## src/rtl/axil_pkg.sv

```systemverilog
// Shared AXI4-Lite definitions: response codes, protection default and the
// control-initiator state set.
package axil_pkg;

    localparam logic [1:0] RESP_OKAY    = 2'b00;
    localparam logic [1:0] RESP_EXOKAY  = 2'b01;
    localparam logic [1:0] RESP_SLVERR  = 2'b10;
    localparam logic [1:0] RESP_DECERR  = 2'b11;

    localparam logic [2:0] PROT_DEFAULT = 3'b000;

    typedef enum logic [5:0] {
        ST_IDLE   = 6'b000001,
        ST_WR_REQ = 6'b000010,
        ST_WR_RSP = 6'b000100,
        ST_RD_REQ = 6'b001000,
        ST_RD_RSP = 6'b010000,
        ST_RSP    = 6'b100000
    } state_t;

    // States in which the block is waiting on the peripheral and the hang timer runs.
    function automatic logic is_wait_state(input state_t s);
        return (s == ST_WR_REQ) || (s == ST_WR_RSP) ||
               (s == ST_RD_REQ) || (s == ST_RD_RSP);
    endfunction

endpackage

```

## src/rtl/axil_ctrl_init_if.sv

```systemverilog
// AXI4-Lite control bus between the initiator (master) and a register-mapped
// peripheral target (slave).
interface axil_ctrl_init_if #(
    parameter int ADDR_W = 32,
    parameter int DATA_W = 32
);

    logic                  i_ctrl_awvalid;
    logic                  i_ctrl_awready;
    logic [ADDR_W-1:0]     i_ctrl_awaddr;
    logic [2:0]            i_ctrl_awprot;

    logic                  i_ctrl_wvalid;
    logic                  i_ctrl_wready;
    logic [DATA_W-1:0]     i_ctrl_wdata;
    logic [DATA_W/8-1:0]   i_ctrl_wstrb;

    logic                  i_ctrl_bvalid;
    logic                  i_ctrl_bready;
    logic [1:0]            i_ctrl_bresp;

    logic                  i_ctrl_arvalid;
    logic                  i_ctrl_arready;
    logic [ADDR_W-1:0]     i_ctrl_araddr;
    logic [2:0]            i_ctrl_arprot;

    logic                  i_ctrl_rvalid;
    logic                  i_ctrl_rready;
    logic [DATA_W-1:0]     i_ctrl_rdata;
    logic [1:0]            i_ctrl_rresp;

    modport master (
        output i_ctrl_awvalid, i_ctrl_awaddr, i_ctrl_awprot,
        input  i_ctrl_awready,
        output i_ctrl_wvalid, i_ctrl_wdata, i_ctrl_wstrb,
        input  i_ctrl_wready,
        input  i_ctrl_bvalid, i_ctrl_bresp,
        output i_ctrl_bready,
        output i_ctrl_arvalid, i_ctrl_araddr, i_ctrl_arprot,
        input  i_ctrl_arready,
        input  i_ctrl_rvalid, i_ctrl_rdata, i_ctrl_rresp,
        output i_ctrl_rready
    );

    modport slave (
        input  i_ctrl_awvalid, i_ctrl_awaddr, i_ctrl_awprot,
        output i_ctrl_awready,
        input  i_ctrl_wvalid, i_ctrl_wdata, i_ctrl_wstrb,
        output i_ctrl_wready,
        output i_ctrl_bvalid, i_ctrl_bresp,
        input  i_ctrl_bready,
        input  i_ctrl_arvalid, i_ctrl_araddr, i_ctrl_arprot,
        output i_ctrl_arready,
        output i_ctrl_rvalid, i_ctrl_rdata, i_ctrl_rresp,
        input  i_ctrl_rready
    );

endinterface

```

## src/rtl/axil_ctrl_init.sv

```systemverilog
// AXI4-Lite initiator: turns one command into one AXI4-Lite read or write and
// hands back data and response; flags a sticky hang when the target stalls.
module axil_ctrl_init
    import axil_pkg::*;
#(
    parameter int ADDR_W      = 32,
    parameter int DATA_W      = 32,
    parameter int TIMEOUT_CYC = 1024
) (
    input  logic                clk,
    input  logic                reset,

    input  logic                cmd_valid,
    output logic                cmd_ready,
    input  logic                cmd_write,
    input  logic [ADDR_W-1:0]   cmd_addr,
    input  logic [DATA_W-1:0]   cmd_wdata,
    input  logic [DATA_W/8-1:0] cmd_wstrb,

    output logic                rsp_valid,
    input  logic                rsp_ready,
    output logic [DATA_W-1:0]   rsp_rdata,
    output logic [1:0]          rsp_resp,

    axil_ctrl_init_if.master    ctrl,

    output logic                busy,
    output logic                hang
);

    localparam int STRB_W = DATA_W / 8;
    localparam int CNT_W  = $clog2(TIMEOUT_CYC + 1);
    localparam logic [CNT_W-1:0] CNT_MAX = CNT_W'(TIMEOUT_CYC);

    state_t              state_r,    state_s;
    logic [ADDR_W-1:0]   addr_r,     addr_s;
    logic [DATA_W-1:0]   wdata_r,    wdata_s;
    logic [STRB_W-1:0]   wstrb_r,    wstrb_s;
    logic [DATA_W-1:0]   rdata_r,    rdata_s;
    logic [1:0]          resp_r,     resp_s;
    logic                aw_done_r,  aw_done_s;
    logic                w_done_r,   w_done_s;
    logic [CNT_W-1:0]    cnt_r,      cnt_s;
    logic                hang_r,     hang_s;
    logic                hang_base_s;
    logic                cmd_ready_r, cmd_ready_s;
    logic                awvalid_r,  awvalid_s;
    logic                wvalid_r,   wvalid_s;
    logic                bready_r,   bready_s;
    logic                arvalid_r,  arvalid_s;
    logic                rready_r,   rready_s;
    logic                rsp_valid_r, rsp_valid_s;
    logic                busy_r,     busy_s;

    // Next-state, datapath capture and per-channel completion tracking
    always_comb begin
        state_s     = state_r;
        addr_s      = addr_r;
        wdata_s     = wdata_r;
        wstrb_s     = wstrb_r;
        rdata_s     = rdata_r;
        resp_s      = resp_r;
        aw_done_s   = aw_done_r;
        w_done_s    = w_done_r;
        hang_base_s = hang_r;

        case (state_r)
            ST_IDLE: begin
                if (cmd_valid && cmd_ready_r) begin
                    addr_s      = cmd_addr;
                    wdata_s     = cmd_wdata;
                    wstrb_s     = cmd_wstrb;
                    aw_done_s   = 1'b0;
                    w_done_s    = 1'b0;
                    hang_base_s = 1'b0;
                    state_s     = cmd_write ? ST_WR_REQ : ST_RD_REQ;
                end else begin
                    state_s = ST_IDLE;
                end
            end
            ST_WR_REQ: begin
                if (awvalid_r && ctrl.i_ctrl_awready) begin
                    aw_done_s = 1'b1;
                end else begin
                    aw_done_s = aw_done_r;
                end
                if (wvalid_r && ctrl.i_ctrl_wready) begin
                    w_done_s = 1'b1;
                end else begin
                    w_done_s = w_done_r;
                end
                if (aw_done_s && w_done_s) begin
                    state_s = ST_WR_RSP;
                end else begin
                    state_s = ST_WR_REQ;
                end
            end
            ST_WR_RSP: begin
                if (bready_r && ctrl.i_ctrl_bvalid) begin
                    resp_s  = ctrl.i_ctrl_bresp;
                    rdata_s = {DATA_W{1'b0}};
                    state_s = ST_RSP;
                end else begin
                    state_s = ST_WR_RSP;
                end
            end
            ST_RD_REQ: begin
                if (arvalid_r && ctrl.i_ctrl_arready) begin
                    state_s = ST_RD_RSP;
                end else begin
                    state_s = ST_RD_REQ;
                end
            end
            ST_RD_RSP: begin
                if (rready_r && ctrl.i_ctrl_rvalid) begin
                    rdata_s = ctrl.i_ctrl_rdata;
                    resp_s  = ctrl.i_ctrl_rresp;
                    state_s = ST_RSP;
                end else begin
                    state_s = ST_RD_RSP;
                end
            end
            ST_RSP: begin
                if (rsp_valid_r && rsp_ready) begin
                    state_s = ST_IDLE;
                end else begin
                    state_s = ST_RSP;
                end
            end
            default: begin
                state_s = ST_IDLE;
            end
        endcase
    end

    // Hang timer: saturating dwell count per wait state, restarted on any state change
    always_comb begin
        cnt_s = cnt_r;
        if (state_s != state_r) begin
            cnt_s = {CNT_W{1'b0}};
        end else if (is_wait_state(state_r) && (cnt_r != CNT_MAX)) begin
            cnt_s = cnt_r + CNT_W'(1);
        end else begin
            cnt_s = cnt_r;
        end
        hang_s = hang_base_s || (cnt_s == CNT_MAX);
    end

    // Handshake outputs for the coming cycle, derived from the next state
    always_comb begin
        cmd_ready_s = (state_s == ST_IDLE);
        awvalid_s   = (state_s == ST_WR_REQ) && !aw_done_s;
        wvalid_s    = (state_s == ST_WR_REQ) && !w_done_s;
        bready_s    = (state_s == ST_WR_RSP);
        arvalid_s   = (state_s == ST_RD_REQ);
        rready_s    = (state_s == ST_RD_RSP);
        rsp_valid_s = (state_s == ST_RSP);
        busy_s      = (state_s != ST_IDLE);
    end

    // State, datapath and registered output flops
    always_ff @(posedge clk or posedge reset) begin
        if (reset) begin
            state_r     <= ST_IDLE;
            addr_r      <= {ADDR_W{1'b0}};
            wdata_r     <= {DATA_W{1'b0}};
            wstrb_r     <= {STRB_W{1'b0}};
            rdata_r     <= {DATA_W{1'b0}};
            resp_r      <= RESP_OKAY;
            aw_done_r   <= 1'b0;
            w_done_r    <= 1'b0;
            cnt_r       <= {CNT_W{1'b0}};
            hang_r      <= 1'b0;
            cmd_ready_r <= 1'b0;
            awvalid_r   <= 1'b0;
            wvalid_r    <= 1'b0;
            bready_r    <= 1'b0;
            arvalid_r   <= 1'b0;
            rready_r    <= 1'b0;
            rsp_valid_r <= 1'b0;
            busy_r      <= 1'b0;
        end else begin
            state_r     <= state_s;
            addr_r      <= addr_s;
            wdata_r     <= wdata_s;
            wstrb_r     <= wstrb_s;
            rdata_r     <= rdata_s;
            resp_r      <= resp_s;
            aw_done_r   <= aw_done_s;
            w_done_r    <= w_done_s;
            cnt_r       <= cnt_s;
            hang_r      <= hang_s;
            cmd_ready_r <= cmd_ready_s;
            awvalid_r   <= awvalid_s;
            wvalid_r    <= wvalid_s;
            bready_r    <= bready_s;
            arvalid_r   <= arvalid_s;
            rready_r    <= rready_s;
            rsp_valid_r <= rsp_valid_s;
            busy_r      <= busy_s;
        end
    end

    assign cmd_ready = cmd_ready_r;
    assign rsp_valid = rsp_valid_r;
    assign rsp_rdata = rdata_r;
    assign rsp_resp  = resp_r;
    assign busy      = busy_r;
    assign hang      = hang_r;

    assign ctrl.i_ctrl_awvalid = awvalid_r;
    assign ctrl.i_ctrl_awaddr  = addr_r;
    assign ctrl.i_ctrl_awprot  = PROT_DEFAULT;
    assign ctrl.i_ctrl_wvalid  = wvalid_r;
    assign ctrl.i_ctrl_wdata   = wdata_r;
    assign ctrl.i_ctrl_wstrb   = wstrb_r;
    assign ctrl.i_ctrl_bready  = bready_r;
    assign ctrl.i_ctrl_arvalid = arvalid_r;
    assign ctrl.i_ctrl_araddr  = addr_r;
    assign ctrl.i_ctrl_arprot  = PROT_DEFAULT;
    assign ctrl.i_ctrl_rready  = rready_r;

endmodule

```

## src/flat_wrapper.sv

```systemverilog
// flat-port wrapper written by rule: the top's interface ports become plain ports
module axil_ctrl_init_flat import axil_pkg::*;
#(
    parameter int ADDR_W      = 32,
    parameter int DATA_W      = 32,
    parameter int TIMEOUT_CYC = 1024
)
  (clk, reset, cmd_valid, cmd_ready, cmd_write, cmd_addr, cmd_wdata, cmd_wstrb, rsp_valid, rsp_ready, rsp_rdata, rsp_resp, busy, hang, ctrl_i_ctrl_awvalid, ctrl_i_ctrl_awaddr, ctrl_i_ctrl_awprot, ctrl_i_ctrl_awready, ctrl_i_ctrl_wvalid, ctrl_i_ctrl_wdata, ctrl_i_ctrl_wstrb, ctrl_i_ctrl_wready, ctrl_i_ctrl_bvalid, ctrl_i_ctrl_bresp, ctrl_i_ctrl_bready, ctrl_i_ctrl_arvalid, ctrl_i_ctrl_araddr, ctrl_i_ctrl_arprot, ctrl_i_ctrl_arready, ctrl_i_ctrl_rvalid, ctrl_i_ctrl_rdata, ctrl_i_ctrl_rresp, ctrl_i_ctrl_rready);
  axil_ctrl_init_if #(.ADDR_W(ADDR_W), .DATA_W(DATA_W)) ctrl_i ();
  input  logic clk;
  input  logic reset;
  input  logic cmd_valid;
  output logic cmd_ready;
  input  logic cmd_write;
  input  logic [ADDR_W-1:0] cmd_addr;
  input  logic [DATA_W-1:0] cmd_wdata;
  input  logic [DATA_W/8-1:0] cmd_wstrb;
  output logic rsp_valid;
  input  logic rsp_ready;
  output logic [DATA_W-1:0] rsp_rdata;
  output logic [1:0] rsp_resp;
  output logic busy;
  output logic hang;
  output wire logic [$bits(ctrl_i.i_ctrl_awvalid)-1:0] ctrl_i_ctrl_awvalid;
  output wire logic [$bits(ctrl_i.i_ctrl_awaddr)-1:0] ctrl_i_ctrl_awaddr;
  output wire logic [$bits(ctrl_i.i_ctrl_awprot)-1:0] ctrl_i_ctrl_awprot;
  input wire logic [$bits(ctrl_i.i_ctrl_awready)-1:0] ctrl_i_ctrl_awready;
  output wire logic [$bits(ctrl_i.i_ctrl_wvalid)-1:0] ctrl_i_ctrl_wvalid;
  output wire logic [$bits(ctrl_i.i_ctrl_wdata)-1:0] ctrl_i_ctrl_wdata;
  output wire logic [$bits(ctrl_i.i_ctrl_wstrb)-1:0] ctrl_i_ctrl_wstrb;
  input wire logic [$bits(ctrl_i.i_ctrl_wready)-1:0] ctrl_i_ctrl_wready;
  input wire logic [$bits(ctrl_i.i_ctrl_bvalid)-1:0] ctrl_i_ctrl_bvalid;
  input wire logic [$bits(ctrl_i.i_ctrl_bresp)-1:0] ctrl_i_ctrl_bresp;
  output wire logic [$bits(ctrl_i.i_ctrl_bready)-1:0] ctrl_i_ctrl_bready;
  output wire logic [$bits(ctrl_i.i_ctrl_arvalid)-1:0] ctrl_i_ctrl_arvalid;
  output wire logic [$bits(ctrl_i.i_ctrl_araddr)-1:0] ctrl_i_ctrl_araddr;
  output wire logic [$bits(ctrl_i.i_ctrl_arprot)-1:0] ctrl_i_ctrl_arprot;
  input wire logic [$bits(ctrl_i.i_ctrl_arready)-1:0] ctrl_i_ctrl_arready;
  input wire logic [$bits(ctrl_i.i_ctrl_rvalid)-1:0] ctrl_i_ctrl_rvalid;
  input wire logic [$bits(ctrl_i.i_ctrl_rdata)-1:0] ctrl_i_ctrl_rdata;
  input wire logic [$bits(ctrl_i.i_ctrl_rresp)-1:0] ctrl_i_ctrl_rresp;
  output wire logic [$bits(ctrl_i.i_ctrl_rready)-1:0] ctrl_i_ctrl_rready;
  assign ctrl_i_ctrl_awvalid = ctrl_i.i_ctrl_awvalid;
  assign ctrl_i_ctrl_awaddr = ctrl_i.i_ctrl_awaddr;
  assign ctrl_i_ctrl_awprot = ctrl_i.i_ctrl_awprot;
  assign ctrl_i.i_ctrl_awready = ctrl_i_ctrl_awready;
  assign ctrl_i_ctrl_wvalid = ctrl_i.i_ctrl_wvalid;
  assign ctrl_i_ctrl_wdata = ctrl_i.i_ctrl_wdata;
  assign ctrl_i_ctrl_wstrb = ctrl_i.i_ctrl_wstrb;
  assign ctrl_i.i_ctrl_wready = ctrl_i_ctrl_wready;
  assign ctrl_i.i_ctrl_bvalid = ctrl_i_ctrl_bvalid;
  assign ctrl_i.i_ctrl_bresp = ctrl_i_ctrl_bresp;
  assign ctrl_i_ctrl_bready = ctrl_i.i_ctrl_bready;
  assign ctrl_i_ctrl_arvalid = ctrl_i.i_ctrl_arvalid;
  assign ctrl_i_ctrl_araddr = ctrl_i.i_ctrl_araddr;
  assign ctrl_i_ctrl_arprot = ctrl_i.i_ctrl_arprot;
  assign ctrl_i.i_ctrl_arready = ctrl_i_ctrl_arready;
  assign ctrl_i.i_ctrl_rvalid = ctrl_i_ctrl_rvalid;
  assign ctrl_i.i_ctrl_rdata = ctrl_i_ctrl_rdata;
  assign ctrl_i.i_ctrl_rresp = ctrl_i_ctrl_rresp;
  assign ctrl_i_ctrl_rready = ctrl_i.i_ctrl_rready;
  axil_ctrl_init #(.ADDR_W(ADDR_W), .DATA_W(DATA_W), .TIMEOUT_CYC(TIMEOUT_CYC)) u_core (.clk(clk), .reset(reset), .cmd_valid(cmd_valid), .cmd_ready(cmd_ready), .cmd_write(cmd_write), .cmd_addr(cmd_addr), .cmd_wdata(cmd_wdata), .cmd_wstrb(cmd_wstrb), .rsp_valid(rsp_valid), .rsp_ready(rsp_ready), .rsp_rdata(rsp_rdata), .rsp_resp(rsp_resp), .ctrl(ctrl_i), .busy(busy), .hang(hang));
endmodule
```

## config.mk

```make
export PLATFORM = sky130hd
export DESIGN_NAME = axil_ctrl_init_flat
export DESIGN_NICKNAME = d
export VERILOG_FILES = /design/src/rtl/axil_pkg.sv /design/src/rtl/axil_ctrl_init_if.sv /design/src/rtl/axil_ctrl_init.sv /design/src/flat_wrapper.sv
export SDC_FILE = /design/constraint.sdc
export NUM_CORES = 1
export LEC_CHECK = 0
export ABC_AREA = 1
export CORE_AREA = 2 2 121 123
export CTS_BUF_LIST = sky130_fd_sc_hd__clkbuf_8
export DETAILED_ROUTE_END_ITERATION = 12
export DIE_AREA = 0 0 123 125
export PLACE_DENSITY = 0.81
export SLEW_MARGIN = 0
export SYNTH_ARGS = -nofsm -noshare
export SYNTH_HDL_FRONTEND = slang
export SYNTH_SLANG_ARGS = --single-unit
```

## constraint.sdc

```tcl
create_clock -name clk -period 4.7 [get_ports clk]
set_input_delay 0.94 -clock clk [delete_from_list [all_inputs] [get_ports clk]]
set_output_delay 0.94 -clock clk [all_outputs]
set_load 0.03 [all_outputs]
```

==> results.cfg, run 1 <==
[run]
drv_cap = 0

[timing]
worst_slew_pin_slew_ns = 1.13
final_min_period_over_clock_period = 0.628
finalHoldWorstSlack_ns = 0.483
max_freq_mhz = 339
total_neg_setup_slack_ns = 0
timing.clock.skew_ns = 0.00855
final-hold-violation-count = 0
finalSetupViolCount = 0
setup_ws_ns = 1.75
period_minus_slack_ns = 2.95
drv_slew = 0
grt_setup_unrepaired = false
relSlewSlack = 0.245

[finish]
layout.cells.most_common_list = sky130_fd_sc_hd__nand2_1, sky130_fd_sc_hd__clkdlybuf4s50_1, sky130_fd_sc_hd__dfrtp_1
mostFrequentLayoutCell = sky130_fd_sc_hd__nand2_1
final_layout_size_suffix_gt1_frac = 0.0693
instances_no_fill = 1137
area_growth_synth_to_finish_pct = 49.3
insertedDiodeCount = 0
final.fill_count = 1203
finish.net_count = 1056

[clock_network]
cts_post_setup_buffers_inserted = 0
cts_root_buffer = sky130_fd_sc_hd__clkbuf_8
cts_sinks = 130
ctsHoldBuffers = 0
htreeDepth = 4
cts_max_path_buffers = 2
post_cts_resized = 0
clkLatencyLatePin_ns = 0.43
cts.clk_slew.worst_paths_ns = 0.08
tritoncts_clock_tree = done
cts_inserted_buffers = 17

[routing]
wl_per_cell_um = 13.9
drt_pre_antenna_iters = 4
drt_iter0_drc = 268
route.vias.total = 5273
post-route-drc-count = 0
post_drt_via_cell_ratio = 4.64
detail-route-antenna-nets = 0
postRouteWirelength_mm = 15.8

[pwr]
static_power_due_to_leakage_nw = 4.16
p_total_mw = 5.46
power_density_nw_per_um2 = 619
max-vdd-ir-drop_mv = 0.336

[floorplan]
die_y_um = 125
die_area_um2 = 15400
floorplan.initialDensity = 0.416
floorplan.die.width_um = 123
core_area_um2 = 14200
fp-row-count = 44
i_o_pin_count = 263

[placed_design]
placement.setup.worst_slack_ns = 1.22
numPortBuffers = 256
gp_congestion = 0.885
placed_cells = 1105
dpl.hpwl_mm = 11.4

[global_route]
grt_pass1_vias = 5015
grt_max_degree = 70
gr-usage-all-layers = 0.209
antenna_found_initial = 0
grt_overflow_total = 0
first_pass_grt_wire_length_mm = 25.1

[worst_setup_path]
critPathRequiredTime_ns = 5.06
critPathLaunchType = input pin
critPathCaptureType = register
crit_path_max_fanout = 69
critPathArrivalTime_ns = 3.31
critical_path_class = input pin to register

[logic_synthesis]
synthesized_area_per_cell_um2 = 8.19
postSynth.asyncResetShare = 1.00
syn_std_cell_area_um2 = 5910
synthesis.instances = 722
ys_seq_elements = 130
ys_seq_area_frac = 0.550
netlist-cell-type-count = 31
synth-edff-count = 0
yosys_warnings = 0
synthFlopType = sky130_fd_sc_hd__dfrtp_1

[status]
outcome = complete, no violations

[worst_hold_path]
min_path_type = register to register
==> cell families (layout without fill, tap and decap cells) <==
group	count (synthesis)	in the layout	share of synthesized area
buffers and inverters	110	336	0.101
and+or+nand+nor	408	408	0.275
AOI/OAI and AO/OA	64	64	0.0586
adders and majority gates	2	2	0.00423
DFF	130	130	0.550
xor gates and xnor gates	7	7	0.0104
other	1	6	0.000634
==> cells in the mapped netlist, types with 2 or more instances <==
cell type | number | area, um^2
sky130_fd_sc_hd__nand2_2 | 6 | 37.5
sky130_fd_sc_hd__o21ai_1 | 8 | 40.0
sky130_fd_sc_hd__xor2_1 | 6 | 52.6
sky130_fd_sc_hd__nor3_1 | 5 | 25.0
sky130_fd_sc_hd__dfrtp_1 | 129 | 3230
sky130_fd_sc_hd__nor2_2 | 6 | 37.5
sky130_fd_sc_hd__nand3_2 | 4 | 40.0
sky130_fd_sc_hd__a21oi_2 | 4 | 35.0
sky130_fd_sc_hd__inv_1 | 38 | 143
sky130_fd_sc_hd__buf_2 | 8 | 40.0
sky130_fd_sc_hd__nor2_1 | 36 | 135
sky130_fd_sc_hd__nand2_1 | 335 | 1260
sky130_fd_sc_hd__clkbuf_1 | 12 | 45.0
sky130_fd_sc_hd__a21oi_1 | 2 | 10.0
sky130_fd_sc_hd__o21ai_0 | 45 | 225
sky130_fd_sc_hd__buf_6 | 3 | 33.8
sky130_fd_sc_hd__ha_1 | 2 | 25.0
sky130_fd_sc_hd__a21boi_0 | 2 | 15.0
sky130_fd_sc_hd__nand4_1 | 5 | 31.3
sky130_fd_sc_hd__a31oi_1 | 2 | 12.5
sky130_fd_sc_hd__nand3_1 | 9 | 45.0
sky130_fd_sc_hd__buf_4 | 40 | 300
sky130_fd_sc_hd__inv_2 | 6 | 22.5
sky130_fd_sc_hd__buf_1 | 2 | 7.51
==> report_power, final <==
group | switching [mW] | internal, mW | leakage (nW)
Sequential | 0.225 | 1.44 | 1.70
Clock | 0.450 | 0.693 | 0.243
Combinational | 1.64 | 1.02 | 2.21
Total | 2.31 | 3.15 | 4.16
==> worst paths after layout <==
path,depth (start not counted),endpoint,slack [ns],startpoint
max reg2reg,8,u_core.ctrl.i_ctrl_wvalid,1.89,u_core.state_r[0]
max,7,u_core.ctrl.i_ctrl_wvalid,1.75,cmd_valid
min reg2reg,2,u_core.ctrl.i_ctrl_wdata[0],0.48,u_core.ctrl.i_ctrl_wdata[0]
min in group asynchronous,2,u_core.rsp_rdata[17],0.99,reset
max in group asynchronous,3,u_core.state_r[0],2.85,reset
min,2,u_core.ctrl.i_ctrl_wdata[0],0.48,u_core.ctrl.i_ctrl_wdata[0]
==> flip-flops by register name, summed over array words and instances, names as in the netlist, 2 cells and up <==
name and cells:
u_core.rsp_rdata 32, u_core.state_r 6, u_core.ctrl.i_ctrl_araddr 32, u_core.ctrl.i_ctrl_wstrb 4, u_core.ctrl.i_ctrl_wdata 32, u_core.rsp_resp 2
u_core.cnt_r 11
==> metrics by stage <==
| stage | area (um^2) | utilization |
|---|---|---|
| 2_1_floorplan | 5930 | - |
| 3_3_place_gp | 8340 | 0.587 |
| 3_5_place_dp | 8340 | 0.587 |
| 4_1_cts | 8830 | 0.621 |
| 5_1_grt | 8830 | 0.621 |
| 6_report | 8830 | 0.621 |
==> cell type report <==
type | count | area [um^2] | share of cell area
inverter | 45 | 171 | 0.0194
clock buffer | 21 | 289 | 0.0327
tap | 184 | 230 | 0.0261
multi-input combinational | 487 | 2090 | 0.236
timing repair buffer | 259 | 2600 | 0.294
clock inverter | 11 | 198 | 0.0224
sequential | 130 | 3250 | 0.369
==> critical path, stage by stage <==
cell and delay, ns:
sky130_fd_sc_hd__clkdlybuf4s50_1 0.48, sky130_fd_sc_hd__nand2_1 0.09, sky130_fd_sc_hd__inv_1 0.09, sky130_fd_sc_hd__nand2_2 0.33, sky130_fd_sc_hd__inv_2 0.97, sky130_fd_sc_hd__a21oi_1 0.23
sky130_fd_sc_hd__nor2_1 0.16
==> layer usage <==
metal	track usage	share of wire	vias up
li1	-	-	2611
met1	0.259	0.42	2440
met2	0.334	0.47	196
met3	0.0776	0.089	26
met4	0.0709	0.021	0
met5	0	0	-
Note: power is estimated with default switching activity, not from simulation.
==> run 2, diff against run 1 <==
--- a/config.mk
+++ b/config.mk
@@ -6,11 +6,11 @@
 export NUM_CORES = 1
 export LEC_CHECK = 0
 export ABC_AREA = 1
-export CORE_AREA = 2 2 121 123
+export CORE_AREA = 2 2 127 129
 export CTS_BUF_LIST = sky130_fd_sc_hd__clkbuf_8
 export DETAILED_ROUTE_END_ITERATION = 12
-export DIE_AREA = 0 0 123 125
-export PLACE_DENSITY = 0.81
+export DIE_AREA = 0 0 129 131
+export PLACE_DENSITY = 0.77
 export SLEW_MARGIN = 0
 export SYNTH_ARGS = -nofsm -noshare
 export SYNTH_HDL_FRONTEND = slang
==> constraint.sdc (replaced) <==
create_clock -name clk -period 2.5 [get_ports clk]
set_input_delay 0.5 -clock clk [delete_from_list [all_inputs] [get_ports clk]]
set_output_delay 0.5 -clock clk [all_outputs]
set_load 0.03 [all_outputs]
==> run 2 against run 1 <==
  * Hold slack lost 0.048 ns
  * Sequential power up 87%
  * Clock skew grew 0.0054 ns
  * Critical path depth shrank 2
  * Largest power group unchanged
==> results.cfg, run 2 (synthesis gave the netlist of run 1 again) <==
[status]
outcome = complete, no violations

[pwr]
power_switching_share = 0.438
max-vdd-ir-drop_mv = 0.899
p_total_mw = 9.80
static_power_due_to_leakage_nw = 4.12
clock_power_share = 0.168
comb_power_share = 0.514
power_switching_mw = 4.30
power_density_nw_per_um2 = 1110
proportion_of_power_drawn_by_flip_flops_and_latches = 0.318
cell_int_power_mw = 5.50

[global_route]
gr-usage-all-layers = 0.185
first_pass_grt_wire_length_mm = 24.2
grt_overflow_total = 0
grt_max_degree = 72
grt_pass1_vias = 4925
antenna_found_initial = 1

[timing]
finalSetupViolCount = 0
timing.clock.skew_ns = 0.0140
max_freq_mhz = 487
final-hold-violation-count = 0
total_neg_setup_slack_ns = 0
worst_slew_pin_slew_ns = 0.917
final_min_period_over_clock_period = 0.821
relSlewSlack = 0.385
finalHoldWorstSlack_ns = 0.434
drv_slew = 0
period_minus_slack_ns = 2.05
grt_setup_unrepaired = false

[placed_design]
gp_congestion = 0.842
dpl_cell_area_um2 = 8440
dpl.hpwl_mm = 11.4
numPortBuffers = 256

[floorplan]
floorplan.initialDensity = 0.379
fp-row-count = 46
floorplan.die.width_um = 129
die_area_um2 = 16900
i_o_pin_count = 263
core_area_um2 = 15600
die_y_um = 131

[finish]
final_instance_area_um2 = 8810
area_growth_synth_to_finish_pct = 48.9
layout.cells.most_common_list = sky130_fd_sc_hd__nand2_1, sky130_fd_sc_hd__clkdlybuf4s50_1, sky130_fd_sc_hd__dfrtp_1
mostFrequentLayoutCell = sky130_fd_sc_hd__nand2_1
final.fill_count = 1409
insertedDiodeCount = 0
finish.net_count = 1061
final_layout_size_suffix_gt1_frac = 0.0711

[worst_setup_path]
critPathArrivalTime_ns = 2.34
crit_path_max_fanout = 34
r2r_cells = 5
r2r-end = u_core.rsp_rdata[29]
worst_r2r_startpoint = u_core.state_r[0]
ff2ff_setup_slack_ns = 0.45
critPathRequiredTime_ns = 2.79
critical_path_class = register to register
critPathCaptureType = register
critPathLaunchType = register

[routing]
drt_pre_antenna_iters = 4
met3RoutedLength_mm = 1.22
wl_per_cell_um = 13.4
detail_route.wirelength.met1_mm = 6.46
met2_wirelength_mm = 7.73
route.vias.total = 5239
postRouteWirelength_mm = 15.6
drt_iter0_drc = 261
dr.max_layer_used = met5
post_drt_via_cell_ratio = 4.47
detail-route-antenna-nets = 0
post-route-drc-count = 0

[run]
drv_cap = 0

[clock_network]
cts_sinks = 130
cts.clk_slew.worst_paths_ns = 0.07
cts_inserted_buffers = 17
clkLatencyLatePin_ns = 0.43
ctsHoldBuffers = 0
cts_post_setup_buffers_inserted = 0
cts_root_buffer = sky130_fd_sc_hd__clkbuf_8
post_cts_resized = 0
tritoncts_clock_tree = done
htreeDepth = 4
cts_max_path_buffers = 2

[worst_hold_path]
min_path_type = input pin to asynchronous set/reset pin
## run 2: changes by cell type in the layout (fill, tap and decap cells not counted), sizes merged
cell,delta
buf,+5
bufinv,-4
clkinvlp,+4
inv,-2
clkbuf,-1
clkinv,+1
## run 2: final cells by class
class / count / area, um^2 / share of cell area
Timing Repair Buffer: 264 / 2660 / 0.302
Sequential cell: 130 / 3250 / 0.370
Clock inverter: 10 / 87.6 / 0.00994
Multi-Input combinational cell: 487 / 2090 / 0.237
Inverter: 45 / 173 / 0.0196
Tap cell: 216 / 270 / 0.0307
Clock buffer: 20 / 275 / 0.0313
## run 2: worst max-delay path by stage
stage,startpoint,end,slack (ns),cells after the start
after global placement,ctrl_i_ctrl_awready,u_core.hang,0.39,15
after floorplan,reset,u_core.aw_done_r,0.39,1
after detailed placement,cmd_write,u_core.hang,0.36,11
final,u_core.state_r[0],u_core.rsp_rdata[29],0.45,5
after CTS,u_core.state_r[0],u_core.rsp_rdata[6],0.41,5
after global routing,u_core.state_r[0],u_core.rsp_rdata[6],0.20,5
## run 2: power by group through the flow
stage                     combinational [mW]  sequential (mW)  clock (mW)
after floorplan                         2.22             4.19           0
after global placement                  5.02             3.13           0
after detailed placement                5.07             3.14           0
after CTS                               5.08             3.11        1.70
after global routing                    5.43             3.18        1.80
final                                   5.04             3.11        1.65
## run 2: per-layer routing
metal	vias to the layer above	GRT usage
li1	2621	-
met1	2412	0.231
met2	183	0.298
met3	21	0.0651
met4	2	0.0671
met5	-	0
## run 2: through the flow
step | util | setup slack (ns) | cells
2_1_floorplan | - | 0.392 | 727
3_3_place_gp | 0.541 | 0.394 | 1142
3_5_place_dp | 0.541 | 0.357 | 1142
4_1_cts | 0.565 | 0.415 | 1172
5_1_grt | 0.565 | 0.201 | 1172
6_report | 0.565 | 0.448 | 1172
## run 2: critical path: stages, from the launching register on
cell                       delay, ns
sky130_fd_sc_hd__dfstp_2        0.56
sky130_fd_sc_hd__nor2_1         0.07
sky130_fd_sc_hd__nand3_2        0.16
sky130_fd_sc_hd__clkinv_1       0.74
sky130_fd_sc_hd__nand2_1        0.26
sky130_fd_sc_hd__o21ai_0        0.11
